<file path="src/rtl/pln_cpu_mc.sv">
// -----------------------------------------------------------------------------
// pln_cpu_mc -- parametrised multicycle PLN CPU core
//
// Purpose:
//   Strictly sequential FETCH / DECODE / EXEC / MEM / WB core. It has an 8-entry
//   register file in which r0 always reads zero, and PC-relative branches and
//   jumps. Instruction and data memories use a variable-latency req/ready
//   handshake. The HALT instruction stops the core until reset.
//
// Parameters:
//   XLEN      data / register width (>= 16)
//   PC_W      instruction address width (>= 10 so imm9 fits)
//   DA_W      data address width (<= XLEN)
//   RESET_PC  pc value after reset
//
// Ports:
//   clk, rst             rising-edge clock, asynchronous active-high reset
//   imem_req/addr        fetch request; addr is the pc, held until ready
//   imem_ready/rdata     fetch completes when req && ready; 16-bit instruction
//   dmem_req/we          data request; we=1 for store, held until ready
//   dmem_addr/wdata      data address and store data, stable while req
//   dmem_ready/rdata     transfer completes when req && ready; load data
//   retire               one-cycle pulse in the last cycle of each instruction
//   halted               core stopped by HALT
// -----------------------------------------------------------------------------
module pln_cpu_mc #(
    parameter int              XLEN     = 16,
    parameter int              PC_W     = 16,
    parameter int              DA_W     = 16,
    parameter logic [PC_W-1:0] RESET_PC = '0
) (
    input  logic            clk,
    input  logic            rst,
    output logic            imem_req,
    output logic [PC_W-1:0] imem_addr,
    input  logic            imem_ready,
    input  logic [15:0]     imem_rdata,
    output logic            dmem_req,
    output logic            dmem_we,
    output logic [DA_W-1:0] dmem_addr,
    output logic [XLEN-1:0] dmem_wdata,
    input  logic            dmem_ready,
    input  logic [XLEN-1:0] dmem_rdata,
    output logic            retire,
    output logic            halted
);

    // Sequencer states
    localparam logic [2:0] S_INIT   = 3'd0;
    localparam logic [2:0] S_FETCH  = 3'd1;
    localparam logic [2:0] S_DECODE = 3'd2;
    localparam logic [2:0] S_EXEC   = 3'd3;
    localparam logic [2:0] S_MEM    = 3'd4;
    localparam logic [2:0] S_WB     = 3'd5;
    localparam logic [2:0] S_HALTED = 3'd6;

    // Opcodes (12..14 behave as NOP)
    localparam logic [3:0] OP_ADD  = 4'd1;
    localparam logic [3:0] OP_SUB  = 4'd2;
    localparam logic [3:0] OP_AND  = 4'd3;
    localparam logic [3:0] OP_OR   = 4'd4;
    localparam logic [3:0] OP_XOR  = 4'd5;
    localparam logic [3:0] OP_ADDI = 4'd6;
    localparam logic [3:0] OP_LW   = 4'd7;
    localparam logic [3:0] OP_SW   = 4'd8;
    localparam logic [3:0] OP_BEQ  = 4'd9;
    localparam logic [3:0] OP_BNE  = 4'd10;
    localparam logic [3:0] OP_JAL  = 4'd11;
    localparam logic [3:0] OP_HALT = 4'd15;

    // ------------------------------------------------------------------
    // State
    // ------------------------------------------------------------------
    logic [2:0]      r_state;
    logic [PC_W-1:0] r_pc;
    logic [PC_W-1:0] r_npc;   // pc of the next instruction, computed in EXEC
    logic [15:0]     r_ir;
    logic [XLEN-1:0] r_a;     // rs1 operand
    logic [XLEN-1:0] r_b;     // rs2 operand
    logic [XLEN-1:0] r_d;     // rd operand (branch compare / store data)
    logic [XLEN-1:0] r_alu;   // ALU result, then data address, then load data
    logic [XLEN-1:0] r_rf [8];

    // ------------------------------------------------------------------
    // Instruction fields
    // ------------------------------------------------------------------
    logic [3:0]      w_op;
    logic [2:0]      w_rd;
    logic [2:0]      w_rs1;
    logic [2:0]      w_rs2;
    logic [XLEN-1:0] w_imm6_x;
    logic [PC_W-1:0] w_imm6_p;
    logic [PC_W-1:0] w_imm9_p;

    assign w_op     = r_ir[15:12];
    assign w_rd     = r_ir[11:9];
    assign w_rs1    = r_ir[8:6];
    assign w_rs2    = r_ir[5:3];
    assign w_imm6_x = {{(XLEN-6){r_ir[5]}}, r_ir[5:0]};
    assign w_imm6_p = {{(PC_W-6){r_ir[5]}}, r_ir[5:0]};
    assign w_imm9_p = {{(PC_W-9){r_ir[8]}}, r_ir[8:0]};

    // ------------------------------------------------------------------
    // Next pc and link value
    // ------------------------------------------------------------------
    logic [PC_W-1:0] w_pc_inc;
    logic [PC_W-1:0] w_npc;
    logic [XLEN-1:0] w_link;
    logic            w_taken;

    assign w_pc_inc = r_pc + PC_W'(1);
    assign w_taken  = ((w_op == OP_BEQ) && (r_d == r_a)) ||
                      ((w_op == OP_BNE) && (r_d != r_a));
    assign w_npc    = (w_op == OP_JAL) ? (r_pc + w_imm9_p) :
                      w_taken          ? (r_pc + w_imm6_p) : w_pc_inc;

    // The JAL link is pc+1 zero-extended or truncated to the register width
    generate
        if (XLEN > PC_W) begin : g_link_ext
            assign w_link = {{(XLEN-PC_W){1'b0}}, w_pc_inc};
        end else if (XLEN == PC_W) begin : g_link_eq
            assign w_link = w_pc_inc;
        end else begin : g_link_trunc
            assign w_link = w_pc_inc[XLEN-1:0];
        end
    endgenerate

    // ------------------------------------------------------------------
    // ALU and instruction class
    // ------------------------------------------------------------------
    logic [XLEN-1:0] w_alu;
    logic            w_to_wb;
    logic            w_to_mem;
    logic            w_is_halt;
    logic            w_exec_retires;

    // NOTE: every signal assigned in always_comb gets a default first, so no
    //       path leaves it unassigned and no latch is inferred.
    always_comb begin
        w_alu = '0;
        case (w_op)
            OP_ADD:                w_alu = r_a + r_b;
            OP_SUB:                w_alu = r_a - r_b;
            OP_AND:                w_alu = r_a & r_b;
            OP_OR:                 w_alu = r_a | r_b;
            OP_XOR:                w_alu = r_a ^ r_b;
            OP_ADDI, OP_LW, OP_SW: w_alu = r_a + w_imm6_x;
            OP_JAL:                w_alu = w_link;
            default:               w_alu = '0;
        endcase
    end

    assign w_to_wb        = ((w_op >= OP_ADD) && (w_op <= OP_ADDI)) || (w_op == OP_JAL);
    assign w_to_mem       = (w_op == OP_LW) || (w_op == OP_SW);
    assign w_is_halt      = (w_op == OP_HALT);
    // Branches, NOP and the unused opcodes complete in EXEC
    assign w_exec_retires = !(w_to_wb || w_to_mem || w_is_halt);

    // ------------------------------------------------------------------
    // Sequencer, register file and datapath registers
    // ------------------------------------------------------------------
    // NOTE: the register file is small and must read zero after reset, so it
    //       sits in the async-reset block along with the rest of the state.
    //       A large RAM would not be reset this way.
    // NOTE: all state is updated with non-blocking assignments. Every register
    //       then samples the pre-edge values, whatever the statement order.
    always_ff @(posedge clk or posedge rst) begin
        if (rst) begin
            r_state <= S_INIT;
            r_pc    <= RESET_PC;
            r_npc   <= RESET_PC;
            r_ir    <= '0;
            r_a     <= '0;
            r_b     <= '0;
            r_d     <= '0;
            r_alu   <= '0;
            for (int i = 0; i < 8; i++) begin
                r_rf[i] <= '0;
            end
        end else begin
            case (r_state)
                S_INIT: begin
                    r_state <= S_FETCH;
                end

                S_FETCH: begin
                    if (imem_ready) begin
                        r_ir    <= imem_rdata;
                        r_state <= S_DECODE;
                    end
                end

                S_DECODE: begin
                    // r_rf[0] is never written, so r0 reads as zero
                    r_a     <= r_rf[w_rs1];
                    r_b     <= r_rf[w_rs2];
                    r_d     <= r_rf[w_rd];
                    r_state <= S_EXEC;
                end

                S_EXEC: begin
                    r_alu <= w_alu;
                    r_npc <= w_npc;
                    if (w_to_mem) begin
                        r_state <= S_MEM;
                    end else if (w_to_wb) begin
                        r_state <= S_WB;
                    end else if (w_is_halt) begin
                        r_state <= S_HALTED;
                    end else begin
                        r_pc    <= w_npc;
                        r_state <= S_FETCH;
                    end
                end

                S_MEM: begin
                    // r_alu holds the address and stays put until the transfer completes
                    if (dmem_ready) begin
                        if (w_op == OP_SW) begin
                            r_pc    <= r_npc;
                            r_state <= S_FETCH;
                        end else begin
                            r_alu   <= dmem_rdata;
                            r_state <= S_WB;
                        end
                    end
                end

                S_WB: begin
                    if (w_rd != 3'd0) begin
                        r_rf[w_rd] <= r_alu;
                    end
                    r_pc    <= r_npc;
                    r_state <= S_FETCH;
                end

                S_HALTED: begin
                    r_state <= S_HALTED;
                end

                default: begin
                    r_state <= S_INIT;
                end
            endcase
        end
    end

    // ------------------------------------------------------------------
    // Outputs: decoded from the registered state. The async reset forces
    // the state back to INIT, so requests drop as soon as rst rises.
    // ------------------------------------------------------------------
    assign imem_req   = (r_state == S_FETCH);
    assign imem_addr  = imem_req ? r_pc : '0;

    assign dmem_req   = (r_state == S_MEM);
    assign dmem_we    = dmem_req && (w_op == OP_SW);
    assign dmem_addr  = dmem_req ? r_alu[DA_W-1:0] : '0;
    assign dmem_wdata = dmem_req ? r_d : '0;

    assign retire     = ((r_state == S_EXEC) && w_exec_retires) ||
                        ((r_state == S_MEM) && dmem_ready && (w_op == OP_SW)) ||
                        (r_state == S_WB);
    assign halted     = (r_state == S_HALTED);

endmodule

</file>
<file path="config.mk">
export PLATFORM = sky130hd
export DESIGN_NAME = pln_cpu_mc
export DESIGN_NICKNAME = d
export VERILOG_FILES = /design/src/rtl/pln_cpu_mc.sv
export SDC_FILE = /design/constraint.sdc
export NUM_CORES = 1
export LEC_CHECK = 0
export BUFFER_PORTS_ARGS = -buffer_cell sky130_fd_sc_hd__buf_2
export CAP_MARGIN = 20
export CORE_MARGIN = 2
export CORE_UTILIZATION = 57
export DETAILED_ROUTE_END_ITERATION = 8
export GPL_TIMING_DRIVEN = 0
export PLACE_DENSITY = 0.87
export SYNTH_ARGS = -nofsm -noshare
export SYNTH_HDL_FRONTEND = slang
export SYNTH_SLANG_ARGS = --single-unit
</file>
<file path="constraint.sdc">
create_clock -name clk -period 6.97 [get_ports clk]
set_clock_uncertainty 0.1 [all_clocks]
set_input_delay 0.697 -clock clk [delete_from_list [all_inputs] [get_ports clk]]
set_output_delay 0.697 -clock clk [all_outputs]
set_load 0.005 [all_outputs]
</file>
Word level (Yosys, flattened, before mapping)
Cells that the tools add are included.
- bits in registers: 243
- add/subtract/negate cells: 6
- magnitude comparators: 6
- equal/unequal tests: 27
- muxes and demuxes: 34
- bitwise logic cells: 6
- reduce and logical (&&, ||, !) cells: 27
- operators by type and width (operator ; number):
    16-bit 2-to-1 mux ; 19
    16-bit binary-select mux with 3-bit select ; 3
    128-bit bitwise mux ; 1
    16-bit case mux with 7 select lines ; 1
    16-bit adder ; 4
    16-bit demux with 3-bit select ; 1
    16-bit case mux with 3 select lines ; 1
    16-bit case mux with 2 select lines ; 1
    4-bit equality test, second input constant ; 5
    3-bit 2-to-1 mux ; 6
    3-bit case mux with 6 select lines ; 1
    16-bit by 1-bit adder with 16-bit output, second input constant ; 1
    16-bit bitwise AND ; 1
    16-bit equality test ; 1
    4-bit by 3-bit equality test with 1-bit output, second input constant ; 4
    16-bit inequality test ; 1
    16-bit bitwise OR ; 1
    16-bit subtractor ; 1
    16-bit bitwise XOR ; 1
    4-bit >= comparator, second input constant ; 3
    3-bit inverter with 4-bit output ; 3
    3-bit equality test, second input constant ; 3
    4-bit by 2-bit equality test with 1-bit output, second input constant ; 2
    1-bit logical AND ; 8
    other kinds (18) ; 33

Depth between registers and ports, before layout
Gate-level depths: netlist of the first run.
- word-level depth: 9
- mapped depth: 17
- mapped depth without buffers: 16

Least setup slack after synthesis of the first run
No wires, ideal clock.
- kind: flip-flop to flip-flop
- start: reg r_ir[14]
- end: reg r_alu[14]
- library setup time: 0.137 ns
- arrival time: 3.237 ns
- required time: 6.733 ns
- path slack: 3.495 ns
- cell stages (with the launch flop): 17
- period minus slack after synthesis: 3.475 ns
- cells stage by stage: dfrtp_1 > nand2b_1 > or3_1 > clkbuf_1 > nand2_2 > nor2_1 > a21oi_1 > o21ai_0 > ha_1 > a21oi_1 > a21oi_1 > o31a_1 > o221ai_1 > o221ai_1 > xor2_1 > a221oi_1 > a21oi_1
- longest elaborated chain between the ends: 4
- elaborated cells between the ends (all ways): 14
- classes of those cells: eq/ne: 10; mux: 2; reduce/logical: 2
- RTL lines (element ; RTL line ; source):
    start: declaration ; 77 ; logic [15:0] r_ir;
    start signal: assignment ; 188 ; r_ir <= imem_rdata;
    4-bit by 3-bit equality test with 1-bit output or 4-bit equality test (tied branches) ; 141, 219 ;
    3-bit OR reduction ; 141 ; case (w_op)
    16-bit case mux with 7 select lines ; 141 ;
    16-bit case mux with 2 select lines ; 181 ; case (r_state)
    end signal: assignment ; 202 ; r_alu <= w_alu;
    end signal: assignment ; 223 ; r_alu <= dmem_rdata;
    end: declaration ; 81 ; logic [XLEN-1:0] r_alu;
Several ways; a longest one is shown, not always the timed one.
A chain may end at the register's enable or synchronous reset.

Worst setup path in the final report of the first run
- start: reg r_ir[5]
- end: reg r_alu[14]
- longest elaborated chain between the ends: 3
- RTL lines (element ; RTL line ; source):
    16-bit adder ; 147 ; OP_ADDI, OP_LW, OP_SW: w_alu = r_a + w_imm6_x;
    16-bit case mux with 7 select lines ; 141 ;
    16-bit case mux with 2 select lines ; 181 ;
No other way between the ends.

==> results of run 1 <==
-- cells in the final DEF (no fill, tap or decap), types with 46 or more instances in the layout --
| cell | instances |
|---|---|
| a21oi_1 | 99 |
| and2_1 | 53 |
| buf_2 | 101 |
| clkbuf_1 | 90 |
| dfrtp_1 | 243 |
| ha_1 | 77 |
| inv_1 | 46 |
| mux2_2 | 130 |
| mux2i_1 | 55 |
| mux4_2 | 93 |
| nand2_1 | 83 |
| nor2_1 | 148 |
| o21ai_0 | 56 |
-- worst max-delay path, delay by kind of cell, from the launching register on --
kind / cells / cell delay, ps
AOI/OAI and AO/OA: 6 / 1450
xor gates and xnor gates: 1 / 190
adders and majority gates: 1 / 360
buffers and inverters: 2 / 1510
DFF: 1 / 710
and+or+nand+nor: 2 / 420
-- sequential cells by signal, indices dropped and copies added (netlist names) --
name / flops
r_pc: 16
r_rf: 128
r_a: 16
r_d: 16
r_ir: 16
r_alu: 16
r_b: 16
r_npc: 16
r_state: 3
-- per-stage QoR --
stage                     power [mW]  utilization
after floorplan                 6.66            -
after global placement          8.00        0.615
after detailed placement        8.28        0.621
after CTS                       9.86        0.655
after global routing            10.6        0.656
final                           10.1        0.656
-- path summary, 6_finish.rpt --
kind                            cells past startpoint     startpoint  slack [ps]        end
worst min-delay path                                2  imem_rdata[5]         250    r_ir[5]
worst min register to register                      2       r_npc[4]         390   r_npc[4]
max in group asynchronous                           8            rst        4810   r_rf[45]
worst max register to register                     12        r_ir[5]        2060  r_alu[14]
worst max-delay path                               12        r_ir[5]        2060  r_alu[14]
min in group asynchronous                           3            rst         530   r_npc[0]
-- logic make-up after synthesis --
kind of cell,count (synthesis),synth area share
AOI/OAI and AO/OA,305,0.121
buffers and inverters,162,0.0382
muxes,280,0.253
DFF,243,0.373
and+or+nand+nor,398,0.117
adders and majority gates,79,0.0616
xor gates and xnor gates,66,0.0359
-- routing by layer --
| metal | global-route usage | vias up |
|---|---|---|
| met5 | 0 | - |
| met4 | 0.214 | 0 |
| met3 | 0.0723 | 274 |
| met2 | 0.556 | 859 |
| met1 | 0.406 | 6774 |
| li1 | - | 5928 |
-- layout make-up --
type / instances / area share
inverters: 49 / 0.0102
clock buffers: 36 / 0.0407
well taps: 378 / 0.0257
repair buffers: 103 / 0.0359
clock inverters: 11 / 0.0102
plain buffers: 113 / 0.0239
flip-flops and latches: 243 / 0.331
multi-input cells: 1128 / 0.522
-- power groups by stage --
stage                     combinational (mW)  sequential [mW]  clock, mW
after floorplan                         4.18             2.48          0
after global placement                  5.27             2.74          0
after detailed placement                5.46             2.81          0
after CTS                               5.54             2.80       1.52
after global routing                    6.13             2.92       1.57
final                                   5.68             2.86       1.52
-- repair_timing --
| item | in CTS | in global routing |
|---|---|---|
| endpoints found under the setup margin | 0 | 0 |
| hold buffers | 1 | 0 |
| hold endpoints to repair | 8 | 0 |
==> flow_summary.json, run 1 <==
{
  "fmaxAchievable_ghz": 0.204,
  "synthesis.nets": 1648,
  "grt_pass1_wl_mm": 79.0,
  "whs_ps": 248,
  "power_frac_clock": 0.151,
  "gr-total-overflow": 0,
  "critPathLaunchType": "flop",
  "place_hpwl_mm": 37.4,
  "synth-main-ff-cell": "dfrtp_1",
  "fin_area_um2": 18400,
  "postRouteWirelength_mm": 50.9,
  "routed-wl-met2_mm": 24.1,
  "port_buffers": 88,
  "rows": 61,
  "final_cell_count_no_fill": 2061,
  "crit_arrival_ps": 5220,
  "hold_viol": 0,
  "drt_iter0_drc": 1736,
  "seqPwrFrac": 0.284,
  "clkTransAtPathRegs_ps": 70,
  "layout_min_cycle_time_ps": 4910,
  "die-width_um": 173,
  "dpl_worst_slack_ps": 2190,
  "status": "finished clean",
  "cts.sinks": 243,
  "cts_max_path_buffers": 3,
  "clock_latency_ps": 580,
  "start_util": 0.582,
  "n_antenna_cell": 0,
  "firstDrtPassIters": 5,
  "worstPathRequired_ps": 7280,
  "synth_edf_count": 0,
  "crit_chain": "clkbuf_1, clkbuf_1, nand2_1, o311ai_0, ha_1, a21oi_1, nand2_1, o221ai_1, o221ai_1, xor2_1, a221oi_1, a21oi_1",
  "synth_top_cell_by_area": "dfrtp_1",
  "fp.coreArea_um2": 28000,
  "leakage_nw": 8.18,
  "synthMostInstantiatedCell": "dfrtp_1",
  "slew_headroom": 0.304,
  "ir_drop_mv": 0.326,
  "slew_viol_final": 0,
  "tns_ps": 0,
  "avgSynthCellArea_um2": 10.6,
  "synth-seq-area-share": 0.373,
  "nNetsFinal": 1779,
  "powerDensity_nw_per_um2": 548,
  "fillerInstances": 2105,
  "yosys_register_bits": 243,
  "place_area_um2": 17400,
  "ctsResizeCount": 0,
  "synth_top_area_frac": 0.373,
  "place.gp.congestion": 0.990,
  "ant_nets": 0,
  "drv_cap": 0,
  "swShare": 0.462,
  "rsz0062_at_grt": "false",
  "top_layer_used": "met4",
  "htree_levels": 1,
  "netlist_instances": 1533,
  "area_delta_synth_final_pct": 12.7,
  "grt_pass1_vias": 14200,
  "cts_setup_buffers": 0,
  "grtUsageTotal": 0.338,
  "synthArstFlopShare": 1.00,
  "yosys.cell_types.count": 65,
  "cp_slowest_cell": "clkbuf_1",
  "synth.area.top_cells": "dfrtp_1 37%, mux4_2 13%, mux2_2 9.0%",
  "grt_max_degree": 42,
  "p_sw_mw": 4.65,
  "cts-buffers-inserted": 26,
  "tightest_slew_ps": 1040,
  "layout_setup_ws_ps": 2060,
  "synthesis.area_um2": 16300,
  "wire_per_inst_um": 24.7,
  "critical_path_class": "reg -> reg",
  "drc_errors": 0,
  "die_area_um2": 30000,
  "end_kind": "flop",
  "met3_length_mm": 4.86,
  "io_pins": 89,
  "yosys_warnings": 0,
  "vias": 13800,
  "setup_viol": 0,
  "min_path_type": "in -> reg",
  "wl_met1_mm": 18.3,
  "finalCritPeriodShare": 0.704,
  "cts-root-buf": "clkbuf_16",
  "antenna_found_initial": 1,
  "dp_cells": 2009,
  "cp_slowest_stage_delay_ps": 760,
  "comb_power_share": 0.564,
  "drive_gt1_frac": 0.233,
  "multi_input_area_um2": 9600,
  "cts_tree": "yes",
  "die-height_um": 173,
  "synth_common_cells": "243 x dfrtp_1, 148 x nor2_1, 130 x mux2_2, 99 x a21oi_1, 93 x mux4_2",
  "cp_max_fo": 12,
  "vias_per_cell": 6.71,
  "p_int_mw": 5.42,
  "regArea_um2": 6080
}
No activity file was read; power rests on OpenSTA's default activity.
==> run 2, diff against run 1 <==
--- a/config.mk
+++ b/config.mk
@@ -8,10 +8,10 @@
 export BUFFER_PORTS_ARGS = -buffer_cell sky130_fd_sc_hd__buf_2
 export CAP_MARGIN = 20
 export CORE_MARGIN = 2
-export CORE_UTILIZATION = 57
+export CORE_UTILIZATION = 63
 export DETAILED_ROUTE_END_ITERATION = 8
 export GPL_TIMING_DRIVEN = 0
-export PLACE_DENSITY = 0.87
+export PLACE_DENSITY = 0.91
 export SYNTH_ARGS = -nofsm -noshare
 export SYNTH_HDL_FRONTEND = slang
 export SYNTH_SLANG_ARGS = --single-unit
==> constraint.sdc (replaced) <==
create_clock -name clk -period 4.55 [get_ports clk]
set_clock_uncertainty 0.1 [all_clocks]
set_input_delay 0.455 -clock clk [delete_from_list [all_inputs] [get_ports clk]]
set_output_delay 0.455 -clock clk [all_outputs]
set_load 0.005 [all_outputs]
==> run 2 against run 1 <==
Against the previous run:
- combinational power up 57%
- utilization up 6.2 points
- sequential cell count unchanged
- non-clock buffer count down 7
- register-to-register slack worse by 1800 ps
- design area down 1.0%
- critical path type unchanged
- cell count down 2.5%
- critical path depth up 3
- largest power group unchanged
- global-route usage up 5.6 points
==> flow_summary.json, run 2 (synthesis results as in run 1) <==
{
  "die_area_um2": 27200,
  "status": "finished clean",
  "fin_area_um2": 18200,
  "r2r_end": "r_alu[14]",
  "vias_per_cell": 7.13,
  "layout_common_cells": "243 x dfrtp_1, 147 x nor2_1, 130 x mux2_2, 101 x buf_2, 99 x a21oi_1",
  "cts_setup_buffers": 0,
  "drv_cap": 0,
  "critical_path_class": "reg -> reg",
  "regMostFlops": "r_rf",
  "reg2reg_depth": 15,
  "rows": 58,
  "clkTransAtPathRegs_ps": 60,
  "whs_ps": 8.23,
  "drt_iter0_drc": 1765,
  "layout_commonest_cell": "dfrtp_1",
  "cts_hold_buf": 0,
  "cts.sinks": 243,
  "layout_min_cycle_time_ps": 4280,
  "start_util": 0.644,
  "powerDensity_nw_per_um2": 851,
  "die-height_um": 165,
  "drive_gt1_frac": 0.233,
  "tightest_slew_ps": 1060,
  "gr-total-overflow": 0,
  "cts_tree": "yes",
  "clock_latency_ps": 550,
  "rsz0062_at_grt": "false",
  "ant_nets": 0,
  "r2r-start": "r_ir[14]",
  "hold_viol": 0,
  "fmaxAchievable_ghz": 0.234,
  "grtUsageTotal": 0.394,
  "wire_per_inst_um": 26.3,
  "drc_errors": 0,
  "grt_pass1_wl_mm": 80.7,
  "worstPathRequired_ps": 4850,
  "io_pins": 89,
  "leakage_nw": 8.13,
  "slew_headroom": 0.288,
  "htree_levels": 1,
  "largest_reg_flops": 128,
  "firstDrtPassIters": 8,
  "antenna_found_initial": 3,
  "setup_viol": 0,
  "port_buffers": 88,
  "nNetsFinal": 1773,
  "grt_max_degree": 45,
  "cts-buffers-inserted": 27,
  "grt_pass1_vias": 14400,
  "fp.coreArea_um2": 25300,
  "place_hpwl_mm": 37.4,
  "crit_arrival_ps": 4580,
  "r2r_setup_slack_ps": 270,
  "ir_drop_mv": 0.422,
  "area_delta_synth_final_pct": 11.6,
  "postRouteWirelength_mm": 52.8,
  "min_path_type": "in -> async",
  "end_kind": "flop",
  "cts_max_path_buffers": 3,
  "die-width_um": 165,
  "critPathLaunchType": "flop",
  "cp_max_fo": 9,
  "place.gp.congestion": 0.981,
  "finalCritPeriodShare": 0.941,
  "tns_ps": 0,
  "place_area_um2": 17300,
  "slew_viol_final": 0,
  "vias": 14300,
  "cts-root-buf": "clkbuf_16",
  "ctsResizeCount": 2
}
==> run 2: cell types whose count changed in the layout (fill, tap and decap cells not counted), moves of 2 or more <==
cell / previous run / this run
bufinv_16: 4 / 1
clkbuf_2: 0 / 4
clkbuf_8: 6 / 8
clkinv_4: 2 / 0
diode_2: 0 / 2
==> run 2: worst max-delay path by stage <==
stage,from,to,slack [ps],cells after the start
floorplan,rst,r_a[0],810,1
global placement,rst,r_rf[107],-470,2
detailed placement,r_ir[14],r_alu[14],-100,14
CTS,r_ir[14],r_alu[14],40,16
global route,r_ir[14],r_alu[14],30,16
finish,r_ir[14],r_alu[14],270,15
==> run 2: layout make-up <==
class | instances | area [µm²]
flip-flops and latches | 243 | 6080
fillers | 1658 | 7140
repair buffers | 97 | 576
plain buffers | 112 | 440
diodes | 2 | 5.00
inverters | 49 | 188
clock buffers | 43 | 816
well taps | 330 | 413
clock inverters | 5 | 53.8
multi-input cells | 1128 | 9620
==> run 2: layer usage <==
metal  GRT usage  vias up  wire length [µm]
met5           0        -                 0
met4       0.276        0              4540
met3       0.101      381              6030
met2       0.644     1150             24400
met1       0.454     6892             17900
li1            -     5909                 -
==> run 2: through the flow <==
step | power [mW] | std cells | setup slack (ps) | utilization
6_report | 15.5 | 2009 | 268 | 0.718
2_1_floorplan | 10.2 | 1533 | 805 | -
3_5_place_dp | 12.7 | 1959 | -96.9 | 0.682
5_1_grt | 16.2 | 2007 | 32.1 | 0.718
3_3_place_gp | 12.3 | 1951 | -474 | 0.678
4_1_cts | 15.1 | 2007 | 38.8 | 0.717
==> run 2: critical path, stage by stage (launching register included) <==
cell and delay, ps:
dfrtp_1 420, nand2b_1 230, or3_1 330, nand2_2 260, nor2_4 310, a21oi_1 60, o21ai_0 340, ha_1 320
a21oi_1 210, a21oi_1 120, o31a_1 340, o221ai_1 300, o221ai_1 200, xor2_1 170, a221oi_1 280, a21oi_1 110
==> run 2: power breakdown <==
part           total, mW  internal (mW)  switching [mW]
clock network       2.17           1.27           0.899
logic               8.89           3.85            5.04
registers           4.42           3.06            1.36
